## src/rtl/nand_page_reader.sv

```systemverilog
// NAND page-read sequencer: command 00h, three address cycles, busy wait, then 512 byte strobes.
// Optional NAND_RB_SYNC_EN: F_RB passes through a 2-flop synchronizer before the FSM sees it.
module nand_page_reader #(
    parameter int unsigned TWB_MAX = 15
) (
    input  logic       clk,
    input  logic       rst,
    input  logic       start,
    input  logic [8:0] page_addr,
    output logic       busy,
    output logic       done,
    output logic [7:0] rd_data,
    output logic       rd_valid,
    output logic       F_CLE,
    output logic       F_ALE,
    output logic       F_WEN,
    output logic       F_REN,
    input  logic       F_RB,
    output logic [7:0] io_out,
    output logic       io_oe,
    input  logic [7:0] io_in,
    output logic       cnt_setZ,
    output logic       cnt_run,
    input  logic       cnt_flag
);

    localparam int unsigned TWB_W = (TWB_MAX > 1) ? $clog2(TWB_MAX) : 1;

    typedef enum logic [3:0] {
        IDLE, CMD_L, CMD_H, ADR_L, ADR_H, WAIT_LOW, WAIT_HIGH, RD_L, RD_H, DONE
    } state_t;

    state_t           state, state_n;
    logic [1:0]       adr_idx, adr_idx_n;
    logic [TWB_W-1:0] twb_cnt, twb_cnt_n;
    logic [8:0]       page_q, page_n;
    logic             rb;

    logic       busy_n, done_n, rd_valid_n, cle_n, ale_n, wen_n, ren_n;
    logic       io_oe_n, setz_n, run_n;
    logic [7:0] rd_data_n, io_out_n;

`ifdef NAND_RB_SYNC_EN
    // Two-flop synchronizer, idles at "ready" so a reset does not fake a busy edge.
    logic [1:0] rb_sync;
    always_ff @(posedge clk or posedge rst) begin
        if (rst) rb_sync <= 2'b11;
        else     rb_sync <= {rb_sync[0], F_RB};
    end
    assign rb = rb_sync[1];
`else
    assign rb = F_RB;
`endif

    // State, sequencing counters and registered outputs.
    always_ff @(posedge clk or posedge rst) begin
        if (rst) begin
            state    <= IDLE;
            adr_idx  <= 2'd0;
            twb_cnt  <= '0;
            page_q   <= 9'd0;
            busy     <= 1'b0;
            done     <= 1'b0;
            rd_data  <= 8'h00;
            rd_valid <= 1'b0;
            F_CLE    <= 1'b0;
            F_ALE    <= 1'b0;
            F_WEN    <= 1'b1;
            F_REN    <= 1'b1;
            io_out   <= 8'h00;
            io_oe    <= 1'b0;
            cnt_setZ <= 1'b0;
            cnt_run  <= 1'b0;
        end else begin
            state    <= state_n;
            adr_idx  <= adr_idx_n;
            twb_cnt  <= twb_cnt_n;
            page_q   <= page_n;
            busy     <= busy_n;
            done     <= done_n;
            rd_data  <= rd_data_n;
            rd_valid <= rd_valid_n;
            F_CLE    <= cle_n;
            F_ALE    <= ale_n;
            F_WEN    <= wen_n;
            F_REN    <= ren_n;
            io_out   <= io_out_n;
            io_oe    <= io_oe_n;
            cnt_setZ <= setz_n;
            cnt_run  <= run_n;
        end
    end

    // Next state, then outputs decoded from the next state so they line up with it.
    always_comb begin
        state_n    = state;
        adr_idx_n  = adr_idx;
        twb_cnt_n  = twb_cnt;
        page_n     = page_q;
        busy_n     = 1'b0;
        done_n     = 1'b0;
        rd_data_n  = rd_data;
        rd_valid_n = 1'b0;
        cle_n      = 1'b0;
        ale_n      = 1'b0;
        wen_n      = 1'b1;
        ren_n      = 1'b1;
        io_out_n   = io_out;
        io_oe_n    = 1'b0;
        setz_n     = 1'b0;
        run_n      = 1'b0;

        case (state)
            IDLE: begin
                if (start) begin
                    state_n = CMD_L;
                    page_n  = page_addr;
                end
            end
            CMD_L: state_n = CMD_H;
            CMD_H: begin
                state_n   = ADR_L;
                adr_idx_n = 2'd0;
            end
            ADR_L: state_n = ADR_H;
            ADR_H: begin
                if (adr_idx == 2'd2) begin
                    state_n   = WAIT_LOW;
                    twb_cnt_n = '0;
                end else begin
                    state_n   = ADR_L;
                    adr_idx_n = adr_idx + 2'd1;
                end
            end
            WAIT_LOW: begin
                // Proceed anyway if the flash never reports busy within TWB_MAX cycles.
                if (!rb || twb_cnt == TWB_W'(TWB_MAX - 1)) state_n = WAIT_HIGH;
                else twb_cnt_n = twb_cnt + TWB_W'(1);
            end
            WAIT_HIGH: if (rb) state_n = RD_L;
            RD_L:      state_n = RD_H;
            RD_H:      state_n = cnt_flag ? DONE : RD_L;
            DONE:      state_n = IDLE;
            default:   state_n = IDLE;
        endcase

        busy_n = (state_n != IDLE);
        case (state_n)
            CMD_L: begin
                cle_n    = 1'b1;
                wen_n    = 1'b0;
                io_oe_n  = 1'b1;
                io_out_n = 8'h00;
                setz_n   = 1'b1;
            end
            CMD_H: begin
                cle_n    = 1'b1;
                io_oe_n  = 1'b1;
                io_out_n = 8'h00;
            end
            ADR_L, ADR_H: begin
                ale_n   = 1'b1;
                wen_n   = (state_n == ADR_H);
                io_oe_n = 1'b1;
                case (adr_idx_n)
                    2'd1:    io_out_n = page_q[7:0];
                    2'd2:    io_out_n = {7'b0, page_q[8]};
                    default: io_out_n = 8'h00;
                endcase
            end
            RD_L: ren_n = 1'b0;
            RD_H: begin
                rd_data_n  = io_in;
                rd_valid_n = 1'b1;
                run_n      = 1'b1;
            end
            DONE:    done_n = 1'b1;
            default: ;
        endcase
    end

endmodule

```

## config.mk

```make
export PLATFORM = sky130hd
export DESIGN_NAME = nand_page_reader
export DESIGN_NICKNAME = d
export VERILOG_FILES = /design/src/rtl/nand_page_reader.sv
export SDC_FILE = /design/constraint.sdc
export NUM_CORES = 1
export LEC_CHECK = 0
export ABC_AREA = 1
export BUFFER_PORTS_ARGS = -buffer_cell sky130_fd_sc_hd__buf_2
export CAP_MARGIN = 20
export CORE_ASPECT_RATIO = 0.75
export CORE_UTILIZATION = 30
export CTS_CLUSTER_SIZE = 14
export DETAILED_ROUTE_END_ITERATION = 16
export GPL_TIMING_DRIVEN = 0
export PLACE_DENSITY_LB_ADDON = 0.25
export SYNTH_ARGS = -nofsm -noshare
export SYNTH_HDL_FRONTEND = slang
export SYNTH_SLANG_ARGS = --single-unit
export TNS_END_PERCENT = 5
```

## constraint.sdc

```tcl
create_clock -name clk -period 2.07 [get_ports clk]
set_clock_uncertainty 0.2 [all_clocks]
set_input_delay 0.5175 -clock clk [delete_from_list [all_inputs] [get_ports clk]]
set_output_delay 0.5175 -clock clk [all_outputs]
set_load 0.005 [all_outputs]
```

# Word level (Yosys, flattened, before mapping)

Index checks and enable logic that the tools add are counted.

Register bits: 44
Bits of input ports: 22
Output and inout bits: 26
Logic and storage cells: 70

Add/subtract/negate cells: 2
Equality and inequality tests: 21
Mux-type cells: 21
Reduce and logical (&&, ||, !) cells: 11

Operators by type and width:

| cell                                          | count |
|---|---|
| one-hot mux 4 bit (9 select lines)            | 1 |
| one-hot mux 8 bit (2 select lines)            | 2 |
| == test 4 x 3 -> 1 bit, second input constant | 6 |
| two-way mux 4 bit                             | 6 |
| == test 4 x 2 -> 1 bit, second input constant | 4 |
| == test 4 bit, second input constant          | 4 |
| == test 4 x 1 -> 1 bit, second input constant | 2 |
| one-hot mux 4 bit (2 select lines)            | 1 |
| two-way mux 1 bit                             | 7 |
| adder 4 x 1 -> 4 bit, second input constant   | 1 |
| == test 2 bit, second input constant          | 2 |
| logical NOT 4 bit                             | 1 |
| inequality test 2 bit, second input constant  | 2 |
| one-hot mux 2 bit (2 select lines)            | 1 |
| nonzero test 2 bit                            | 2 |
| nonzero test 4 bit                            | 1 |
| OR reduction 2 bit                            | 2 |
| OR reduction 4 bit                            | 1 |
| two-way mux 3 bit                             | 1 |
| AND reduction 3 bit                           | 1 |
| adder 2 x 1 -> 2 bit, second input constant   | 1 |
| == test 2 x 1 -> 1 bit, second input constant | 1 |
| two-way mux 2 bit                             | 1 |
| one-hot mux 1 bit (2 select lines)            | 1 |
| 3 further kinds                               | 3 |

# Longest topological paths before layout

Depth in word-level cells: 7
Mapped depth: 12
Depth with buffers taken out: 11

# Worst setup path before layout

OpenSTA, ideal clock, no wires.

Path kind: flip-flop to flip-flop
Start: register state[0]
End: register io_out[0]
Setup time: 0.065 ns
Arrival: 1.640 ns
Required time: 1.805 ns
Path slack: 0.165 ns
Cell stages (with the launch flop): 10
Buffers on the path: 1
Period minus slack after synthesis: 1.905 ns
Path through: dfrtp_1 > nor2_2 > nand2_1 > o22ai_1 > ha_1 > clkbuf_1 > nand2_1 > a21oi_1 > nand2_1 > nand2_1

Cells in the longest elaborated chain, start to end: 5
Elaborated cells on any way between the ends: 25
Those cells by class: 14 x eq/ne; 7 x mux; 4 x reduce/logical

RTL lines:

| item                                                             | line | text |
|---|---|---|
| start, declared                                                  | 33   | `state_t state, state_n;` |
| start signal, assigned                                           | 75   | `state <= state_n;` |
| == test 4 x 3 -> 1 bit or == test 4 x 2 -> 1 bit (tied branches) | 113  | `case (state)` |
| one-hot mux 2 bit (2 select lines) (*)                           | 113  |  |
| net adr_idx_n[0]                                                 | 34   | `logic [1:0] adr_idx, adr_idx_n;` |
| == test 2 bit or == test 2 x 1 -> 1 bit (tied branches)          | 165  | `case (adr_idx_n)` |
| one-hot mux 8 bit (2 select lines) (*)                           | 165  |  |
| one-hot mux 8 bit (2 select lines) (*)                           | 148  | `case (state_n)` |
| end signal, assigned                                             | 87   | `io_out <= io_out_n;` |
| end, declared                                                    | 19   | `output logic [7:0] io_out,` |

The timed path passes the listed nets; every way through them passes the cells marked *.
A chain may end at the register's enable or synchronous reset.

# Worst setup path after layout

Start: register state[1]
End: register io_out[7]

The elaborated chain is that of the path after synthesis.

==> flow_summary.yaml <==
logic_synthesis:
  ys_seq_area_frac: 0.563
  syn_area_um2: 1960
  synthArstFlopShare: 1.00
  ys_top_cells_by_area: "dfrtp_1, nand2_1, inv_1"
  synthCells: 230
  synth_ff_type: "dfrtp_1"
  syn_nets: 258
  avgSynthCellArea_um2: 8.52
  synth_top_area_share: 0.536
  yosys_register_bits: 44
  synthDistinctLibCells: 28
  synth_edf_count: 0
  yosysWarnings: 0
  yosysTopAreaCell: "dfrtp_1"
sta:
  fin_setup_tns_ns: 0
  setup_viol_count_final: 0
  min_period_ns: 1.91
  slew_violations: 0
  whs_ns: 0.201
  fin_crit_sh: 0.922
  max_freq_mhz: 524
  slew_headroom: 0.705
  worst_pin_slew_ns: 0.442
  hold_viol: 0
power_and_ir_drop:
  p_leak_uw: 0.00145
  power.total_uw: 3490
  pwr_density_cell_nw_per_um2: 1400
  ir_drop_uv: 362
run_status:
  status: "complete, no violations"
global_route:
  grt_pass1_vias: 1438
  antenna_found_initial: 0
  grt_pass1_wl_mm: 6.92
  use_met1: 0.202
  met2_usage: 0.181
  grt-ovfl-total: 0
  use_met3: 0.0325
  grt.total_usage: 0.133
  top_usage_layer: "met1"
  grt_max_degree: 30
clock_tree:
  cts_sinks: 44
  cts-root-buf: "clkbuf_8"
  clk_path_buf_depth: 2
  htreeDepth: 2
  clkLatencyLatePin_ns: 0.30
  clkSlewWorstSetupHoldPaths_ns: 0.09
  cts_buffers: 5
  cts_tree: "built"
route:
  drt-pass1-iter-count: 4
  via_count: 1598
  routed_via_density: 4.32
  ant_nets: 0
  drt-initial-drc-count: 96
  wirelength_mm: 4.13
  drc: 0
  wl_per_cell_um: 11.2
place:
  finalWeightedCongestion: 0.806
  portBuffers: 47
  dp_hpwl_mm: 2.96
  placed_cells: 359
hold_path:
  worst_hold_path_type: "input pin to flip-flop"
cells_and_area:
  final_core_util: 0.396
  drive_gt1_frac: 0.284
  nNetsFinal: 316
  layout_commonest_cell: "nand2_1"
  layout_common_cells: "nand2_1, buf_2, dfrtp_1"
  finalNonFillerCells: 370
  area_growth_pct: 27.8
  diodes: 0
die:
  row_count: 25
  ios: 48
  start_util: 0.310
  die_area_um2: 6860
  die_h_um: 72.0
  die_x_um: 95.3
  coreArea_um2: 6320
setup_path:
  cp_data_arrival_time_ns: 1.91
  critical_path.max_fanout: 7
  endpoint_kind: "flip-flop"
  crit_required_ns: 2.07
  startpoint_type: "flip-flop"
  critical_path_class: "flip-flop to flip-flop"
  r2r_slack_ns: 0.16
job:
  maxCapViolations: 0
==> area by class of cell <==
cell class                      count  area, um^2
Clock buffer                        6        72.6
Inverter                           26        97.6
Multi-Input combinational cell    155         772
Clock inverter                      2        35.0
Tap cell                           81         101
Sequential cell                    44        1100
Buffer                              4        21.3
Fill cell                         681        3810
Timing Repair Buffer               52         300
==> registers in the layout, indices dropped and copies added, names as in the netlist <==
register  flops
cnt_run       1
F_WEN         1
io_out        8
page_q        9
done          1
twb_cnt       4
F_REN         1
io_oe         1
state         4
busy          1
adr_idx       2
F_CLE         1
F_ALE         1
cnt_setZ      1
rd_data       8
==> where the power goes <==
| part | internal [uW] | total [uW] | leakage [uW] | switching, uW |
|---|---|---|---|---|
| combinational | 587 | 1470 | 0.000830 | 880 |
| clock | 358 | 655 | 0.0000552 | 297 |
| sequential | 1190 | 1370 | 0.000560 | 180 |
| total | 2140 | 3490 | 0.00145 | 1360 |
==> critical path: stages, from the launching register on <==
cell and delay, ns:
dfrtp_2 0.46, nor2_4 0.20, nand2_2 0.12, o22ai_2 0.20, inv_1 0.07, ha_2 0.23
buf_12 0.14, nand2_1 0.05, inv_1 0.04, nand2_1 0.06, nand2_1 0.05
==> metal layers <==
layer,share of wire,up-vias
li1,-,815
met1,0.50,741
met2,0.43,34
met3,0.046,8
met4,0.018,0
met5,0,-
==> stage by stage <==
step	area [um^2]	worst slack, ns
after floorplan	1960	0.165
after global placement	2300	-0.357
after detailed placement	2320	-0.230
after CTS	2460	0.0325
after global routing	2500	-0.00577
final	2500	0.161
==> cells by family (layout without fill, tap and decap cells) <==
family / Yosys count / count (layout) / share of synthesized area
simple gates: 140 / 140 / 0.303
flops: 44 / 44 / 0.563
buf+inv: 31 / 90 / 0.0626
compound gates: 7 / 7 / 0.0236
fa+ha+maj: 6 / 6 / 0.0383
xor+xnor: 2 / 2 / 0.00894
==> cells in the mapped netlist (2+ instances only) <==
| library cell | n |
|---|---|
| inv_1 | 24 |
| nand3_1 | 12 |
| nand2_2 | 3 |
| buf_2 | 2 |
| nand2_1 | 106 |
| nor2_1 | 8 |
| o31ai_1 | 3 |
| and3_1 | 2 |
| dfrtp_1 | 42 |
| nor2_2 | 2 |
| clkbuf_1 | 2 |
| o22ai_1 | 2 |
| dfstp_2 | 2 |
| ha_1 | 6 |
==> final timing paths <==
check / start / endpoint / cells past startpoint
max in group asynchronous: rst / F_REN$_DFF_PP1_ / 4
worst max-delay path: state[1]$_DFF_PP0_ / io_out[7]$_DFFE_PP0P_ / 10
worst min register to register: page_q[6]$_DFFE_PP0P_ / page_q[6]$_DFFE_PP0P_ / 2
min in group asynchronous: rst / rd_data[2]$_DFFE_PP0P_ / 3
worst min-delay path: page_addr[0] / page_q[0]$_DFFE_PP0P_ / 3
worst max register to register: state[1]$_DFF_PP0_ / io_out[7]$_DFFE_PP0P_ / 10
==> what timing repair did <==
| action | CTS | global route |
|---|---|---|
| hold buffers | 1 | 0 |
| gates cloned | 0 | 0 |
| gates resized for setup | 2 | 8 |
| pin swaps | 1 | 2 |
| endpoints found under the hold margin | 15 | 0 |
| setup buffers | 1 | 2 |
| setup endpoints to repair | 8 | 8 |
(Power assumes the default switching activity.)
